===== src/rtl/router_ctrl_if.sv =====
// Signal bundle between the packet source / output FIFOs and the router input controller.
// Handshake: a byte on data_in is transferred on a rising clock edge when pkt_valid=1 and
// busy=0; while busy=1 the source must hold pkt_valid and data_in unchanged.
interface router_ctrl_if;
  logic       pkt_valid;
  logic [7:0] data_in;
  logic [2:0] fifo_full;
  logic [2:0] fifo_empty;
  logic [2:0] read_enb;
  logic [7:0] data_out;
  logic [2:0] write_enb;
  logic       lfd_state;
  logic       busy;
  logic [2:0] vld_out;
  logic [2:0] soft_reset;
  logic       err;
  logic [2:0] state_dbg;

  modport master (
    output pkt_valid, data_in, fifo_full, fifo_empty, read_enb,
    input  data_out, write_enb, lfd_state, busy, vld_out, soft_reset, err, state_dbg
  );

  modport slave (
    input  pkt_valid, data_in, fifo_full, fifo_empty, read_enb,
    output data_out, write_enb, lfd_state, busy, vld_out, soft_reset, err, state_dbg
  );
endinterface


===== src/rtl/router_ctrl.sv =====
// Input controller of the 1x3 packet router: header decode, FIFO write sequencing,
// backpressure, parity check and per-port drain timeout with soft reset.
module router_ctrl #(
  parameter int TIMEOUT = 30,
  parameter int TCNT_W  = 5
) (
  input  logic         clock,
  input  logic         resetn,
  router_ctrl_if.slave bus
);
  typedef enum logic [2:0] {
    S_IDLE       = 3'd0,
    S_WAIT_EMPTY = 3'd1,
    S_HDR        = 3'd2,
    S_DATA       = 3'd3,
    S_PARITY     = 3'd4,
    S_DROP       = 3'd5
  } state_t;

  state_t            state, state_nxt;
  logic [7:0]        hdr_q;
  logic [7:0]        parity_q;
  logic [5:0]        rem_q;
  logic              err_q;
  logic [2:0]        soft_reset_q;
  logic [TCNT_W-1:0] tcnt_q [3];

  logic [1:0] dest;
  logic [1:0] in_dest;
  logic [3:0] full_x;
  logic [3:0] empty_x;
  logic [3:0] sr_x;
  logic [2:0] dest_oh;
  logic       abort;
  logic       write;
  logic       busy_c;
  logic       lfd_c;
  logic [7:0] dout_c;

  // Padded to 4 bits so dest=3 (invalid) indexes a constant 0 instead of going out of range.
  assign dest    = hdr_q[1:0];
  assign in_dest = bus.data_in[1:0];
  assign full_x  = {1'b0, bus.fifo_full};
  assign empty_x = {1'b0, bus.fifo_empty};
  assign sr_x    = {1'b0, soft_reset_q};
  assign dest_oh = 3'b001 << dest;
  assign abort   = sr_x[dest];

  always_comb begin
    state_nxt = state;
    busy_c    = 1'b0;
    lfd_c     = 1'b0;
    write     = 1'b0;
    dout_c    = 8'h00;
    case (state)
      S_IDLE: begin
        if (bus.pkt_valid) begin
          if (in_dest == 2'd3) begin
            state_nxt = S_DROP;
          end else if (empty_x[in_dest]) begin
            lfd_c     = 1'b1;
            state_nxt = S_HDR;
          end else begin
            state_nxt = S_WAIT_EMPTY;
          end
        end
      end
      S_WAIT_EMPTY: begin
        busy_c = 1'b1;
        if (abort) begin
          state_nxt = S_DROP;
        end else if (empty_x[dest]) begin
          lfd_c     = 1'b1;
          state_nxt = S_HDR;
        end
      end
      S_HDR: begin
        busy_c = 1'b1;
        if (abort) begin
          state_nxt = S_DROP;
        end else if (!full_x[dest]) begin
          write     = 1'b1;
          dout_c    = hdr_q;
          state_nxt = (hdr_q[7:2] != 6'd0) ? S_DATA : S_PARITY;
        end
      end
      S_DATA: begin
        busy_c = full_x[dest];
        if (abort) begin
          state_nxt = S_DROP;
        end else if (bus.pkt_valid && !full_x[dest]) begin
          write  = 1'b1;
          dout_c = bus.data_in;
          if (rem_q == 6'd1) state_nxt = S_PARITY;
        end
      end
      S_PARITY: begin
        busy_c = full_x[dest];
        if (abort) begin
          state_nxt = S_DROP;
        end else if (bus.pkt_valid && !full_x[dest]) begin
          write     = 1'b1;
          dout_c    = bus.data_in;
          state_nxt = S_IDLE;
        end
      end
      S_DROP: begin
        if (!bus.pkt_valid) state_nxt = S_IDLE;
      end
      default: state_nxt = S_IDLE;
    endcase
  end

  always_ff @(posedge clock) begin
    if (!resetn) begin
      state    <= S_IDLE;
      hdr_q    <= 8'h00;
      parity_q <= 8'h00;
      rem_q    <= 6'd0;
      err_q    <= 1'b0;
    end else begin
      state <= state_nxt;
      if (state == S_IDLE && bus.pkt_valid) begin
        hdr_q    <= bus.data_in;
        rem_q    <= bus.data_in[7:2];
        parity_q <= 8'h00;
      end
      if (write) begin
        case (state)
          S_HDR:    parity_q <= hdr_q;
          S_DATA: begin
            parity_q <= parity_q ^ bus.data_in;
            rem_q    <= rem_q - 6'd1;
          end
          S_PARITY: err_q <= (bus.data_in != parity_q);
          default: ;
        endcase
      end
    end
  end

  // A port "idles" when it holds data but its destination is not reading it.
  always_ff @(posedge clock) begin
    if (!resetn) begin
      soft_reset_q <= 3'b000;
      for (int i = 0; i < 3; i++) tcnt_q[i] <= '0;
    end else begin
      for (int i = 0; i < 3; i++) begin
        if (!bus.fifo_empty[i] && !bus.read_enb[i]) begin
          if (tcnt_q[i] == TCNT_W'(TIMEOUT - 1)) begin
            tcnt_q[i]       <= '0;
            soft_reset_q[i] <= 1'b1;
          end else begin
            tcnt_q[i]       <= tcnt_q[i] + TCNT_W'(1);
            soft_reset_q[i] <= 1'b0;
          end
        end else begin
          tcnt_q[i]       <= '0;
          soft_reset_q[i] <= 1'b0;
        end
      end
    end
  end

  assign bus.write_enb  = write ? dest_oh : 3'b000;
  assign bus.data_out   = dout_c;
  assign bus.lfd_state  = lfd_c;
  assign bus.busy       = busy_c;
  assign bus.vld_out    = ~bus.fifo_empty;
  assign bus.soft_reset = soft_reset_q;
  assign bus.err        = err_q;
  assign bus.state_dbg  = state;
endmodule

===== src/flat_wrapper.sv =====
// flat-port wrapper written by rule: the top's interface ports become plain ports
module router_ctrl_flat 
#(
  parameter int TIMEOUT = 30,
  parameter int TCNT_W  = 5
)
  (clock, resetn, bus_pkt_valid, bus_data_in, bus_fifo_full, bus_fifo_empty, bus_read_enb, bus_data_out, bus_write_enb, bus_lfd_state, bus_busy, bus_vld_out, bus_soft_reset, bus_err, bus_state_dbg);
  router_ctrl_if bus_i ();
  input  logic clock;
  input  logic resetn;
  input wire logic [$bits(bus_i.pkt_valid)-1:0] bus_pkt_valid;
  input wire logic [$bits(bus_i.data_in)-1:0] bus_data_in;
  input wire logic [$bits(bus_i.fifo_full)-1:0] bus_fifo_full;
  input wire logic [$bits(bus_i.fifo_empty)-1:0] bus_fifo_empty;
  input wire logic [$bits(bus_i.read_enb)-1:0] bus_read_enb;
  output wire logic [$bits(bus_i.data_out)-1:0] bus_data_out;
  output wire logic [$bits(bus_i.write_enb)-1:0] bus_write_enb;
  output wire logic [$bits(bus_i.lfd_state)-1:0] bus_lfd_state;
  output wire logic [$bits(bus_i.busy)-1:0] bus_busy;
  output wire logic [$bits(bus_i.vld_out)-1:0] bus_vld_out;
  output wire logic [$bits(bus_i.soft_reset)-1:0] bus_soft_reset;
  output wire logic [$bits(bus_i.err)-1:0] bus_err;
  output wire logic [$bits(bus_i.state_dbg)-1:0] bus_state_dbg;
  assign bus_i.pkt_valid = bus_pkt_valid;
  assign bus_i.data_in = bus_data_in;
  assign bus_i.fifo_full = bus_fifo_full;
  assign bus_i.fifo_empty = bus_fifo_empty;
  assign bus_i.read_enb = bus_read_enb;
  assign bus_data_out = bus_i.data_out;
  assign bus_write_enb = bus_i.write_enb;
  assign bus_lfd_state = bus_i.lfd_state;
  assign bus_busy = bus_i.busy;
  assign bus_vld_out = bus_i.vld_out;
  assign bus_soft_reset = bus_i.soft_reset;
  assign bus_err = bus_i.err;
  assign bus_state_dbg = bus_i.state_dbg;
  router_ctrl #(.TIMEOUT(TIMEOUT), .TCNT_W(TCNT_W)) u_core (.clock(clock), .resetn(resetn), .bus(bus_i));
endmodule

===== config.mk =====
export PLATFORM = sky130hd
export DESIGN_NAME = router_ctrl_flat
export DESIGN_NICKNAME = d
export VERILOG_FILES = /design/src/rtl/router_ctrl_if.sv /design/src/rtl/router_ctrl.sv /design/src/flat_wrapper.sv
export SDC_FILE = /design/constraint.sdc
export NUM_CORES = 1
export LEC_CHECK = 0
export ABC_AREA = 1
export ABC_CLOCK_PERIOD_IN_PS = 1700
export CELL_PAD_IN_SITES_DETAIL_PLACEMENT = 1
export CELL_PAD_IN_SITES_GLOBAL_PLACEMENT = 1
export CORE_MARGIN = 4
export CORE_UTILIZATION = 46
export CTS_CLUSTER_SIZE = 28
export DETAILED_ROUTE_END_ITERATION = 8
export DONT_BUFFER_PORTS = 1
export PLACE_DENSITY_LB_ADDON = 0.1
export SETUP_SLACK_MARGIN = 0.2
export SYNTH_ARGS = -nofsm -noshare
export SYNTH_HDL_FRONTEND = slang
export SYNTH_SLANG_ARGS = --single-unit
export TNS_END_PERCENT = 100

===== constraint.sdc =====
create_clock -name clock -period 1.7 [get_ports clock]
set_input_delay 0.255 -clock clock [delete_from_list [all_inputs] [get_ports clock]]
set_output_delay 0.255 -clock clock [all_outputs]
set_load 0.02 [all_outputs]

# Yosys cells after proc, flatten, opt, wreduce, memory -nomap -nowiden

Memory sizes are Yosys's and may differ from the RTL's.
Cells that the tools add are included.

Register bits after elaboration: 29
Memory bits (writable): 15
Input bits: 20
Output and inout bits: 23
Logic and storage cells: 151
Memories: 1

Add/sub/neg operators: 4
Magnitude comparators: 2
Eq/ne operators: 18
Shifts and indexed selects: 1
Mux-type cells: 90
Bitwise operators: 11
Reduce and logical (&&, ||, !) cells: 18

Memory list:

| name          | words | width | read ports | clocked after memory_dff | write ports | RTL line          | text |
|---|---|---|---|---|---|---|---|
| u_core.tcnt_q | 3     | 5     | 3          | 0                        | 3           | router_ctrl.sv:26 | `logic [TCNT_W-1:0] tcnt_q [3];` |

Operator list:

| operator            | count |
|---|---|
| $mux 8              | 6 |
| $mux 1              | 47 |
| $mux 5              | 9 |
| $mux 3              | 14 |
| $pmux 8 s2          | 2 |
| $mux 6              | 3 |
| $pmux 3 s6          | 1 |
| $add 5x1->5 const B | 3 |
| $eq 5x5->1 const B  | 3 |
| $ne 3x1->1 const B  | 4 |
| $or 1x1->1          | 9 |
| $bmux 1 s2          | 4 |
| $ne 8x8->1          | 1 |
| $xor 8x8->8         | 1 |
| $logic_not 1->1     | 7 |
| $reduce_and 7->1    | 1 |
| $eq 3x2->1 const B  | 2 |
| $eq 3x3->1 const B  | 2 |
| $eq 6x1->1 const B  | 1 |
| $lt 2x3->1 const B  | 2 |
| $pmux 1 s2          | 3 |
| $reduce_bool 6->1   | 1 |
| $sub 6x1->6 const B | 1 |
| $logic_and 1x1->1   | 5 |
| 10 further kinds    | 12 |

# Longest topological paths before layout

An unclocked memory read counts as a cell.

Word-level depth: 9
Depth in mapped cells: 14

# Worst setup path before layout

OpenSTA, ideal clock, no wires.

Kind: reg2out
Start: register u_core.state[1], in the netlist u_core.bus.state_dbg[1]
End: output port bus_data_out[0]
Arrival: 1619 ps
Data required time: 1445 ps
Slack: -174 ps
Cell stages (with the launch flop): 8
Buffers on the path: 1
Cell sequence: dfxtp_1 -> inv_2 -> nor2_4 -> inv_2 -> nor2_4 -> buf_2 -> o21ai_1 -> a21oi_1

Word-level cells in the longest chain between the ends: 3

RTL lines:

| element                                         | RTL line           | text |
|---|---|---|
| start, declared                                 | router_ctrl.sv:20  | `state_t state, state_nxt;` |
| start signal, assigned                          | router_ctrl.sv:122 | `state <= state_nxt;` |
| $eq 3x2->1 / $eq 3x3->1 (equally long branches) | router_ctrl.sv:55  | `case (state)` |
| $reduce_or 2->1 (no line)                       | -                  |  |
| $pmux 8 s2 (*)                                  | router_ctrl.sv:55  |  |
| end, declared                                   | flat_wrapper.sv:16 | `output wire logic [$bits(bus_i.data_out)-1:0] bus_data_out;` |

Every way passes the cells marked *; elsewhere a longest branch is shown, timed or not.

# Final worst setup path

Start: register u_core.state[1], in the netlist u_core.bus.state_dbg[1]
End: output port bus_data_out[7]

Same word-level chain as after synthesis.

==> out/metrics.cfg <==
[critical_path]
crit_arrival_ns=1.73
crit_top_cell=nor2_4
path_class=reg2out
start_kind=flop
cp_max_fo=6
cpPeakStageDelay_ns=0.39
path_cells=inv_4, nor2_4, inv_2, nor2_4, buf_6, nand2_1, a21oi_4
reg2reg_depth=14
crit_slowest_cell=dfxtp_4
setup.worst_path.end_class=primary output
worst_ep_required_time_ns=1.44

[detailed_routing]
drc=0
wire_per_inst_um=27.8
ant_nets=0
firstDrtPassIters=5
vias=3220
avgViaCountPerCell=6.31
drt_iter0_markers=268
wirelength_um=14200

[sta]
timing.final.crit_share_pct=117
worst_clock_skew_ns=0.0125
rsz0062_at_grt=yes
setup_slack_ns=-0.289
period_minus_slack_ns=1.99
whs_ns=0.00281
clock.fmax_ghz=0.503
setup_violations=29
finalHoldViolations=0
final_max_slew_viol_count=0

[clock_tree]
cts_tree=done
cts_buffers=5
clkTransAtPathRegs_ns=0.10
cts-htree-levels=2
numClockSinks=44
cts_hold_buf=0
clk_latency_ns=0.32
clockBufferDepth=2
root_buffer=clkbuf_8

[grt]
grt.met3_usage_pct=5.40
gr-total-overflow=0
top_usage_layer=met2
grtUsageMet2_pct=49.4
grtUsageTotal_pct=28.3
antenna_found_initial=0
use_met1_pct=34.6
grt_pass1_wl_um=16200
grt_max_degree=15
first_global_vias=3101

[hold_path]
holdPathStages=1
hp-class=in2reg

[yosys]
syn-instance-count=370
ys_seq_area_share_pct=38.1
synth_top_area_share_pct=21.5
ys_warn_count=0
synth_area_leader_cell=dfxtp_1
synth.avg_cell_area_um2=7.30
synth_area_um2=2700
synthFlopType=dfxtp_1
synth.distinct_cells=35
async_flop_share_pct=0
synth_edf_count=15
ys_ff_latch=44
yosys-top-cells-area=dfxtp_1 21%, edfxtp_1 17%, nand2_1 13%, nand3_1 7.0%, a21oi_1 5.6%

[placement]
io_buffer_count=0
dp_hpwl_um=6150
place_congestion=0.854
placedInstanceArea_um2=3150
dp_slack_ns=0.0497

[final_layout]
fill_cells=636
final_nets=465
multiInputGateArea_um2=2040
fin_util_pct=70.7
drive_gt1_share_pct=39.7
final_common_cell=nand2_1
regArea_um2=1050
areaGrowthSynthToFinish_pct=46.8
layout_common_cells=73 x nand2_1, 33 x buf_4, 29 x nand3_1, 28 x nor2_1, 24 x dfxtp_1
fin_area_um2=3970
diodes=0

[outcome]
outcome=finished with violations
violations=negative setup slack

[die]
die_width_um=84.7
start_util_pct=48.2
coreArea_um2=5610
io_pins=43
die_area_um2=7170
num_rows=27
die_h_um=84.7

[flow_run]
max_cap_viol_count=0

[power]
p_leak_nw=1.62
max-vdd-ir-drop_v=0.000924
power.density_nw_per_um2=1360

flip-flops by register name (all words and copies together) (netlist names):
signal                 cells
u_core.hdr_q               8
u_core.parity_q            8
u_core.tcnt_q             15
u_core.bus.state_dbg       3
u_core.rem_q               6
u_core.bus.err             1
u_core.bus.soft_reset      3
through the flow:
stage	std cells	power, W	setup TNS [ns]
6_report	510	0.00539	-4.19
5_1_grt	510	0.00557	-5.94
4_1_cts	496	0.00431	-1.86
3_5_place_dp	465	0.00315	0
3_3_place_gp	465	0.00309	0
2_1_floorplan	384	0.00274	0
synthesized netlist by cell type (all sizes together) (7+ instances only):
cell type / n
nand3: 43
ha: 8
dfxtp: 29
nand2: 104
inv: 32
o21ai: 14
xor2: 9
buf: 7
nor2: 42
a21oi: 33
nor3: 8
edfxtp: 15
xnor2: 10
per-layer routing:
metal | vias up | routed length, um
li1 | 1335 | -
met1 | 1558 | 5030
met2 | 246 | 6960
met3 | 81 | 1350
met4 | 0 | 838
met5 | - | 0
worst max-delay path: cells and delay by family (launching register included):
family / cells / cell delay (ns)
simple gates: 3 / 0.48
buf+inv: 3 / 0.29
compound gates: 1 / 0.27
flops: 1 / 0.39
report_power, final:
group | switching, W | internal, W | leakage (nW) | total (W)
registers | 0.000212 | 0.00122 | 0.394 | 0.00143
logic | 0.00199 | 0.00126 | 1.18 | 0.00325
clock network | 0.000417 | 0.000287 | 0.0388 | 0.000703
total | 0.00262 | 0.00277 | 1.62 | 0.00539
cell type report:
| cell class | instances | share of cell area (%) |
|---|---|---|
| well taps | 72 | 2.27 |
| flip-flops and latches | 44 | 26.5 |
| clock inverters | 2 | 0.284 |
| inverters | 34 | 4.42 |
| repair buffers | 54 | 13.2 |
| multi-input cells | 298 | 51.5 |
| clock buffers | 6 | 1.83 |
cell families after synthesis:
group / Yosys count / share of synthesized area (%)
DFF: 44 / 38.1
and+or+nand+nor: 205 / 34.9
xor gates and xnor gates: 19 / 6.16
adders and majority gates: 8 / 3.70
buffers and inverters: 43 / 7.04
AOI/OAI and AO/OA: 50 / 9.91
other: 1 / 0.139
final timing paths:
kind / startpoint / endpoint / slack, ns
setup / recovery: u_core.bus.state_dbg[1] / bus_data_out[7] / -0.29
hold / removal: bus_read_enb[0] / u_core.bus.soft_reset[0] / 0.003
setup reg to reg: u_core.bus.state_dbg[1] / u_core.bus.state_dbg[0] / -0.21
hold reg to reg: u_core.parity_q[3] / u_core.parity_q[3] / 0.50
timing repair:
action,in CTS,in global routing
gates cloned,1,0
buffers inserted,22,14
pin swaps,17,21
endpoints found under the hold margin,0,0
setup endpoints to repair,30,39
resized for setup,39,81
No activity file was read; power rests on OpenSTA's default activity.
